--- src/rtl/half_adder_if.sv ---
// half_adder_if
//   Bundles the lane operands, sample qualifier, counter clear and all
//   results of the half-adder lane array.
//   Parameters: WIDTH (lanes), CNT_W (carry-event counter width).
//   Modports:
//     master : drives a, b, in_valid, count_clr; observes results.
//     slave  : the adder; observes operands, drives sum/carry,
//              sum_q/carry_q/out_valid and carry_count.
interface half_adder_if #(
    parameter int WIDTH = 1,
    parameter int CNT_W = 16
);
    logic [WIDTH-1:0] a;
    logic [WIDTH-1:0] b;
    logic             in_valid;
    logic             count_clr;
    logic [WIDTH-1:0] sum;
    logic [WIDTH-1:0] carry;
    logic [WIDTH-1:0] sum_q;
    logic [WIDTH-1:0] carry_q;
    logic             out_valid;
    logic [CNT_W-1:0] carry_count;

    modport master (
        output a, b, in_valid, count_clr,
        input  sum, carry, sum_q, carry_q, out_valid, carry_count
    );

    modport slave (
        input  a, b, in_valid, count_clr,
        output sum, carry, sum_q, carry_q, out_valid, carry_count
    );
endinterface

--- src/rtl/half_adder.sv ---
// half_adder
//   Array of WIDTH independent half-adder lanes. sum/carry are purely
//   combinational; sum_q/carry_q are a one-cycle registered copy of the
//   last accepted sample (in_valid=1), with out_valid marking the cycle
//   after each accept. carry_count is a saturating count of accepted
//   samples with any carry bit set; count_clr clears it synchronously
//   and takes priority over an increment.
//   Ports:
//     clk   : rising-edge clock for all registered state
//     rst_n : asynchronous active-low reset
//     bus   : half_adder_if.slave (operands, qualifier, results)

// One lane: combinational half add plus enabled result register.
module half_adder_lane (
    input  logic clk,
    input  logic rst_n,
    input  logic a,
    input  logic b,
    input  logic en,
    output logic sum,
    output logic carry,
    output logic sum_q,
    output logic carry_q
);
    assign sum   = a ^ b;
    assign carry = a & b;

    // Registered copy holds when no sample is accepted.
    always_ff @(posedge clk or negedge rst_n) begin
        if (!rst_n) begin
            sum_q   <= 1'b0;
            carry_q <= 1'b0;
        end else if (en) begin
            sum_q   <= sum;
            carry_q <= carry;
        end
    end
endmodule

module half_adder #(
    parameter int WIDTH = 1,
    parameter int CNT_W = 16
) (
    input  logic         clk,
    input  logic         rst_n,
    half_adder_if.slave  bus
);
    logic [WIDTH-1:0] sum_w;
    logic [WIDTH-1:0] carry_w;
    logic [WIDTH-1:0] sum_q_w;
    logic [WIDTH-1:0] carry_q_w;
    logic             out_valid_q;
    logic [CNT_W-1:0] cnt;
    logic             any_carry;
    logic             cnt_full;

    for (genvar i = 0; i < WIDTH; i++) begin : g_lane
        half_adder_lane u_lane (
            .clk     (clk),
            .rst_n   (rst_n),
            .a       (bus.a[i]),
            .b       (bus.b[i]),
            .en      (bus.in_valid),
            .sum     (sum_w[i]),
            .carry   (carry_w[i]),
            .sum_q   (sum_q_w[i]),
            .carry_q (carry_q_w[i])
        );
    end

    assign any_carry = |carry_w;
    assign cnt_full  = &cnt;

    always_ff @(posedge clk or negedge rst_n) begin
        if (!rst_n) begin
            out_valid_q <= 1'b0;
        end else begin
            out_valid_q <= bus.in_valid;
        end
    end

    // Clear beats increment, so a carrying sample in the clear cycle is
    // dropped. Counter sticks at all-ones instead of wrapping.
    always_ff @(posedge clk or negedge rst_n) begin
        if (!rst_n) begin
            cnt <= '0;
        end else if (bus.count_clr) begin
            cnt <= '0;
        end else if (bus.in_valid && any_carry && !cnt_full) begin
            cnt <= cnt + 1'b1;
        end
    end

    assign bus.sum         = sum_w;
    assign bus.carry       = carry_w;
    assign bus.sum_q       = sum_q_w;
    assign bus.carry_q     = carry_q_w;
    assign bus.out_valid   = out_valid_q;
    assign bus.carry_count = cnt;
endmodule

--- src/flat_wrapper.sv ---
// flat-port wrapper written by rule: the top's interface ports become plain ports
module half_adder_flat 
#(
    parameter int WIDTH = 1,
    parameter int CNT_W = 16
)
  (clk, rst_n, bus_a, bus_b, bus_in_valid, bus_count_clr, bus_sum, bus_carry, bus_sum_q, bus_carry_q, bus_out_valid, bus_carry_count);
  half_adder_if #(.WIDTH(WIDTH), .CNT_W(CNT_W)) bus_i ();
  input  logic clk;
  input  logic rst_n;
  input wire logic [$bits(bus_i.a)-1:0] bus_a;
  input wire logic [$bits(bus_i.b)-1:0] bus_b;
  input wire logic [$bits(bus_i.in_valid)-1:0] bus_in_valid;
  input wire logic [$bits(bus_i.count_clr)-1:0] bus_count_clr;
  output wire logic [$bits(bus_i.sum)-1:0] bus_sum;
  output wire logic [$bits(bus_i.carry)-1:0] bus_carry;
  output wire logic [$bits(bus_i.sum_q)-1:0] bus_sum_q;
  output wire logic [$bits(bus_i.carry_q)-1:0] bus_carry_q;
  output wire logic [$bits(bus_i.out_valid)-1:0] bus_out_valid;
  output wire logic [$bits(bus_i.carry_count)-1:0] bus_carry_count;
  assign bus_i.a = bus_a;
  assign bus_i.b = bus_b;
  assign bus_i.in_valid = bus_in_valid;
  assign bus_i.count_clr = bus_count_clr;
  assign bus_sum = bus_i.sum;
  assign bus_carry = bus_i.carry;
  assign bus_sum_q = bus_i.sum_q;
  assign bus_carry_q = bus_i.carry_q;
  assign bus_out_valid = bus_i.out_valid;
  assign bus_carry_count = bus_i.carry_count;
  half_adder #(.WIDTH(WIDTH), .CNT_W(CNT_W)) u_core (.clk(clk), .rst_n(rst_n), .bus(bus_i));
endmodule
--- config.mk ---
export PLATFORM = sky130hd
export DESIGN_NAME = half_adder_flat
export DESIGN_NICKNAME = d
export VERILOG_FILES = /design/src/rtl/half_adder_if.sv /design/src/rtl/half_adder.sv /design/src/flat_wrapper.sv
export SDC_FILE = /design/constraint.sdc
export NUM_CORES = 1
export LEC_CHECK = 0
export CAP_MARGIN = 5
export CORE_MARGIN = 10
export CORE_UTILIZATION = 45
export CTS_CLUSTER_DIAMETER = 150
export CTS_CLUSTER_SIZE = 8
export DETAILED_ROUTE_END_ITERATION = 16
export GPL_ROUTABILITY_DRIVEN = 0
export GPL_TIMING_DRIVEN = 1
export HOLD_SLACK_MARGIN = 0.02
export PLACE_DENSITY = 0.76
export SLEW_MARGIN = 5
export SYNTH_ARGS = -nofsm -noshare
export SYNTH_HDL_FRONTEND = slang
export SYNTH_SLANG_ARGS = --single-unit
--- constraint.sdc ---
create_clock -name clk -period 4.8 [get_ports clk]
set_clock_uncertainty 0.05 [all_clocks]
set_input_delay 0.48 -clock clk [delete_from_list [all_inputs] [get_ports clk]]
set_output_delay 0.48 -clock clk [all_outputs]
set_load 0.02 [all_outputs]
======== Yosys cells after proc, flatten, opt, wreduce, memory -nomap -nowiden ========
Index checks and enable logic that the tools add are counted.
word-level totals
  bits in registers ....................... 19
  word-level logic and storage cells ...... 14
  output and inout bits ................... 21
  input port bits ......................... 6
cells by class
  add/subtract/negate cells ............... 1
  reductions and logical operators ........ 5
  multiplexer cells ....................... 2
  bitwise logic cells ..................... 2
operators with widths
  operator                                       number
  2-to-1 mux 16 bit                              2
  adder 16 x 1 -> 16 bit, second input constant  1
  AND reduction 16 bit                           1
  logical AND 1 bit                              2
  nonzero test 2 bit                             1
  bitwise AND 1 bit                              1
  zero test 1 bit                                1
  bitwise XOR 1 bit                              1

======== Longest topological paths before layout ========
  word-level depth ........................ 5
  depth in mapped cells ................... 6
  gate-level depth less buffers ........... 5

======== By module ========
Synthesis repeated with hierarchy kept, for this count alone.
unflattened totals
  cell total of the unflattened synthesis .. 100
  area total of the unflattened synthesis .. 1063.5 um^2
modules (own cells, without submodules)
  module           cells each  times used  sequential area each (um^2)  area each (um^2)
  half_adder       95          1           425.4                        978.4
  half_adder_lane  5           1           50.0                         85.1

======== Least setup slack after synthesis ========
No wires, ideal clock.
  path type ............................... input-to-reg
  start point ............................. input port bus_b
  end point ............................... register u_core.cnt[15] (netlist: u_core.bus.carry_count[15])
  buffers on the path ..................... 1
  stages on the path ...................... 6
  arrival time ............................ 1.950 ns
  library setup time ...................... 0.078 ns
  path slack .............................. 2.722 ns
  data required time ...................... 4.672 ns
  path through ............................ ha_1 > nand2_1 > or3_1 > buf_2 > or4_1 > a21oi_1
between the ends
  longest elaborated chain between the ends .. 4
ends and longest elaborated chain
  element                              line                RTL
  from (decl)                          flat_wrapper.sv:12  input wire logic [$bits(bus_i.b)-1:0] bus_b;
  bitwise AND 1 bit                    half_adder.sv:26    assign carry = a & b;
  logical AND 1 bit (2 in series)      half_adder.sv:89    end else if (bus.in_valid && any_carry && !cnt_full) begin
  nonzero test 2 bit (no source line)  n/a
  to (signal assigned)                 half_adder.sv:90    cnt <= cnt + 1'b1;
  to (decl)                            half_adder.sv:53    logic [CNT_W-1:0] cnt;
No other way between the ends.
A chain may end at the register's enable or synchronous reset.

======== Final worst setup path ========
  start point ............................. input port bus_b
  end point ............................... output port bus_sum
between the ends
  longest elaborated chain between the ends .. 1
ends and longest elaborated chain
  element            line                RTL
  bitwise XOR 1 bit  half_adder.sv:25    assign sum = a ^ b;
  to (decl)          flat_wrapper.sv:15  output wire logic [$bits(bus_i.sum)-1:0] bus_sum;
No other way between the ends.

==> impl_metrics.csv <==
group,metric,value,unit
clock_tree,cts_buffer_depth,2,
clock_tree,clk_pin_slew,120,ps
pwr,p_sw_share,25.1,%
drt,viasPerCell,5.90,
sta,drv_slew,0,
logic_synthesis,netlist_area,981,um2
setup_path,crit_arrival,1780,ps
cells_and_area,mostFrequentLayoutCell,"clkdlybuf4s50_1",
logic_synthesis,synth_flop_cell,"dfrtp_1",
global_route,grt_max_degree,20,
sta,fin_crit_sh,48.2,%
clock_tree,cts_htree_levels,1,
cells_and_area,nets,137,
setup_path,endpoint_kind,"output port",
cells_and_area,fillers,184,
sta,relSlewSlack,39.7,%
setup_path,rrSetupSlack,2810,ps
pwr,combinationalPowerShare,11.2,%
sta,hold_viol_final,0,
clock_tree,ctsResizeCount,0,
logic_synthesis,syn_avg_cell_area,9.71,um2
floorplan,core,2020,um2
setup_path,cp_common_cell,"clkdlybuf4s50_1",
cells_and_area,most-common-layout-cells,"26 x clkdlybuf4s50_1, 19 x dfrtp_1, 13 x a21oi_1",
pwr,clkPwrFrac,29.9,%
drt,dr.first_iter.drc_count,35,
setup_path,worstPathCellList,"clkdlybuf4s50_1 > ha_1 > clkdlybuf4s50_1",
sta,tightest_slew,901,ps
clock_tree,cts_setup_buffers,0,
floorplan,die_w,66.7,um
logic_synthesis,synth.distinct_cells,29,
drt,firstDrtPassIters,4,
logic_synthesis,synth-seq-area-share,48.5,%
cells_and_area,antenna-diode-count,0,
global_route,overflow,0,
pwr,leakage,0.000485,uW
sta,tns,0,ps
setup_path,crit_path_start_kind,"input port",
logic_synthesis,synth_fp_nets,109,
drt,top_layer,"met4",
drt,wl,2400,um
clock_tree,holdBufCountCts,0,
cells_and_area,drive_gt1_share,7.81,%
logic_synthesis,syn_inst,101,
logic_synthesis,yosysTopAreaCell,"dfrtp_1",
sta,fmax,432,MHz
logic_synthesis,synth_area_leaders,"dfrtp_1 48%, a21oi_1 6.6%, o31ai_1 4.6%",
drt,wl_per_cell,15.5,um
logic_synthesis,synth_edf_count,0,
cells_and_area,finish.instance_area,1290,um2
setup_path,critPathMaxFanout,2,
global_route,grtUsageTotal,11.0,%
setup_path,worstPathRequired,4270,ps
logic_synthesis,synth_top_area_share,48.5,%
clock_tree,cts_num_sinks,19,
floorplan,die_area,4450,um2
drt,ant_nets,0,
global_route,grt_first_pass_wirelength,4010,um
floorplan,initial_core_util,48.5,%
drt,drc,0,
floorplan,rows,16,
setup_path,critPathSlowestCell,"clkdlybuf4s50_1",
pwr,p_int,209,uW
drt,dr_wl_met3,255,um
clock_tree,root_buffer,"clkbuf_4",
cells_and_area,fin_util,63.9,%
pwr,peakVddDrop,0.211,mV
cells_and_area,areaGrowthSynthToFinish,31.6,%
floorplan,ioPinCount,27,
sta,rsz0062_at_grt,"no",
sta,period_minus_slack,2310,ps
place,placed_cell_area,1260,um2
setup_path,slowest_delay,610,ps
drt,wl_met1,976,um
clock_tree,cts_tree,"yes",
sta,setup_viol,0,
logic_synthesis,async_flop_share,100,%
min_path,hold_path.class,"flop to flop",
clock_tree,numCtsBuffers,3,
drt,num_vias,915,
run_status,status,"finished, final reports clean",
clock_tree,insertion_delay,290,ps
pwr,pwr_density_cell,217,nW/um2
floorplan,die_y,66.7,um
global_route,antenna_found_initial,0,
job,maxCapViolCount,0,
pwr,seqPwrFrac,58.9,%
logic_synthesis,ys_warn_count,0,
setup_path,critPathKind,"input port to output port",
global_route,grt_pass1_vias,847,
logic_synthesis,synth_seq_cells,19,
place,hpwlAfterDp,1770,um
place,io_buffers,26,
pwr,power_switching,70.2,uW
drt,met2_length,1160,um
==> cells by family after synthesis <==
| family | count (synthesis) | share of synthesized area (%) |
|---|---|---|
| xor gates and xnor gates | 1 | 0.893 |
| AOI/OAI and AO/OA | 29 | 17.7 |
| buffers and inverters | 6 | 2.55 |
| adders and majority gates | 2 | 2.55 |
| DFF | 19 | 48.5 |
| and+or+nand+nor | 41 | 24.5 |
| muxes | 3 | 3.32 |
==> power by group through the flow <==
stage / Combinational [uW] / Clock, uW / Sequential, uW
after detailed placement: 31.7 / 0 / 168
final: 31.3 / 83.5 / 165
after global placement: 31.6 / 0 / 168
after floorplan: 9.96 / 0 / 172
after CTS: 31.9 / 85.7 / 165
after global routing: 33.9 / 89.4 / 165
==> cells in the mapped netlist, types with 2 or more instances <==
master	instances
dfrtp_1	19
mux2_2	2
inv_1	2
or3_1	7
buf_2	2
ha_1	2
a21oi_1	13
nand2_1	6
nor2_1	3
o21ai_0	8
o31ai_1	6
nand3_1	6
nand4_1	3
and3_1	2
or4_1	6
==> worst paths after layout <==
kind	startpoint	end	depth (start not counted)
min in group asynchronous	rst_n	u_core.bus.carry_count[9]	1
hold / removal	u_core.g_lane[0].u_lane.sum_q	u_core.g_lane[0].u_lane.sum_q	1
setup / recovery	bus_b	bus_sum	3
max in group asynchronous	rst_n	u_core.bus.carry_count[1]	1
setup reg to reg	u_core.bus.carry_count[0]	u_core.bus.carry_count[14]	6
hold reg to reg	u_core.g_lane[0].u_lane.sum_q	u_core.g_lane[0].u_lane.sum_q	1
==> through the flow <==
step	power [uW]	instances	setup slack, ps	hold WS (ps)
after floorplan	182	101	2720	134
after global placement	199	151	2340	444
after detailed placement	200	151	2260	478
after CTS	283	155	2470	505
after global routing	289	155	2440	525
final	280	155	2490	491
==> routing by layer <==
metal	up-vias	GRT usage [%]
met2	34	17.4
met3	2	4.35
met4	0	3.14
met1	439	13.3
met5	-	0
li1	440	-
==> critical path, delay by kind of cell <==
| kind | cells | cell delay (ps) |
|---|---|---|
| adders and majority gates | 1 | 290 |
| buffers and inverters | 2 | 1010 |
==> layout make-up <==
type | count | area, um2 | share of cell area (%)
inverters | 2 | 7.51 | 0.581
multi-input cells | 76 | 480 | 37.2
repair buffers | 27 | 268 | 20.7
well taps | 27 | 33.8 | 2.62
clock buffers | 4 | 26.3 | 2.03
flip-flops and latches | 19 | 475 | 36.8
==> flip-flops by register name (all words and copies together) (netlist names) <==
| signal | count |
|---|---|
| u_core.g_lane.u_lane.sum_q | 1 |
| u_core.bus.out_valid | 1 |
| u_core.bus.carry_count | 16 |
| u_core.g_lane.u_lane.carry_q | 1 |
(Power assumes the default switching activity.)
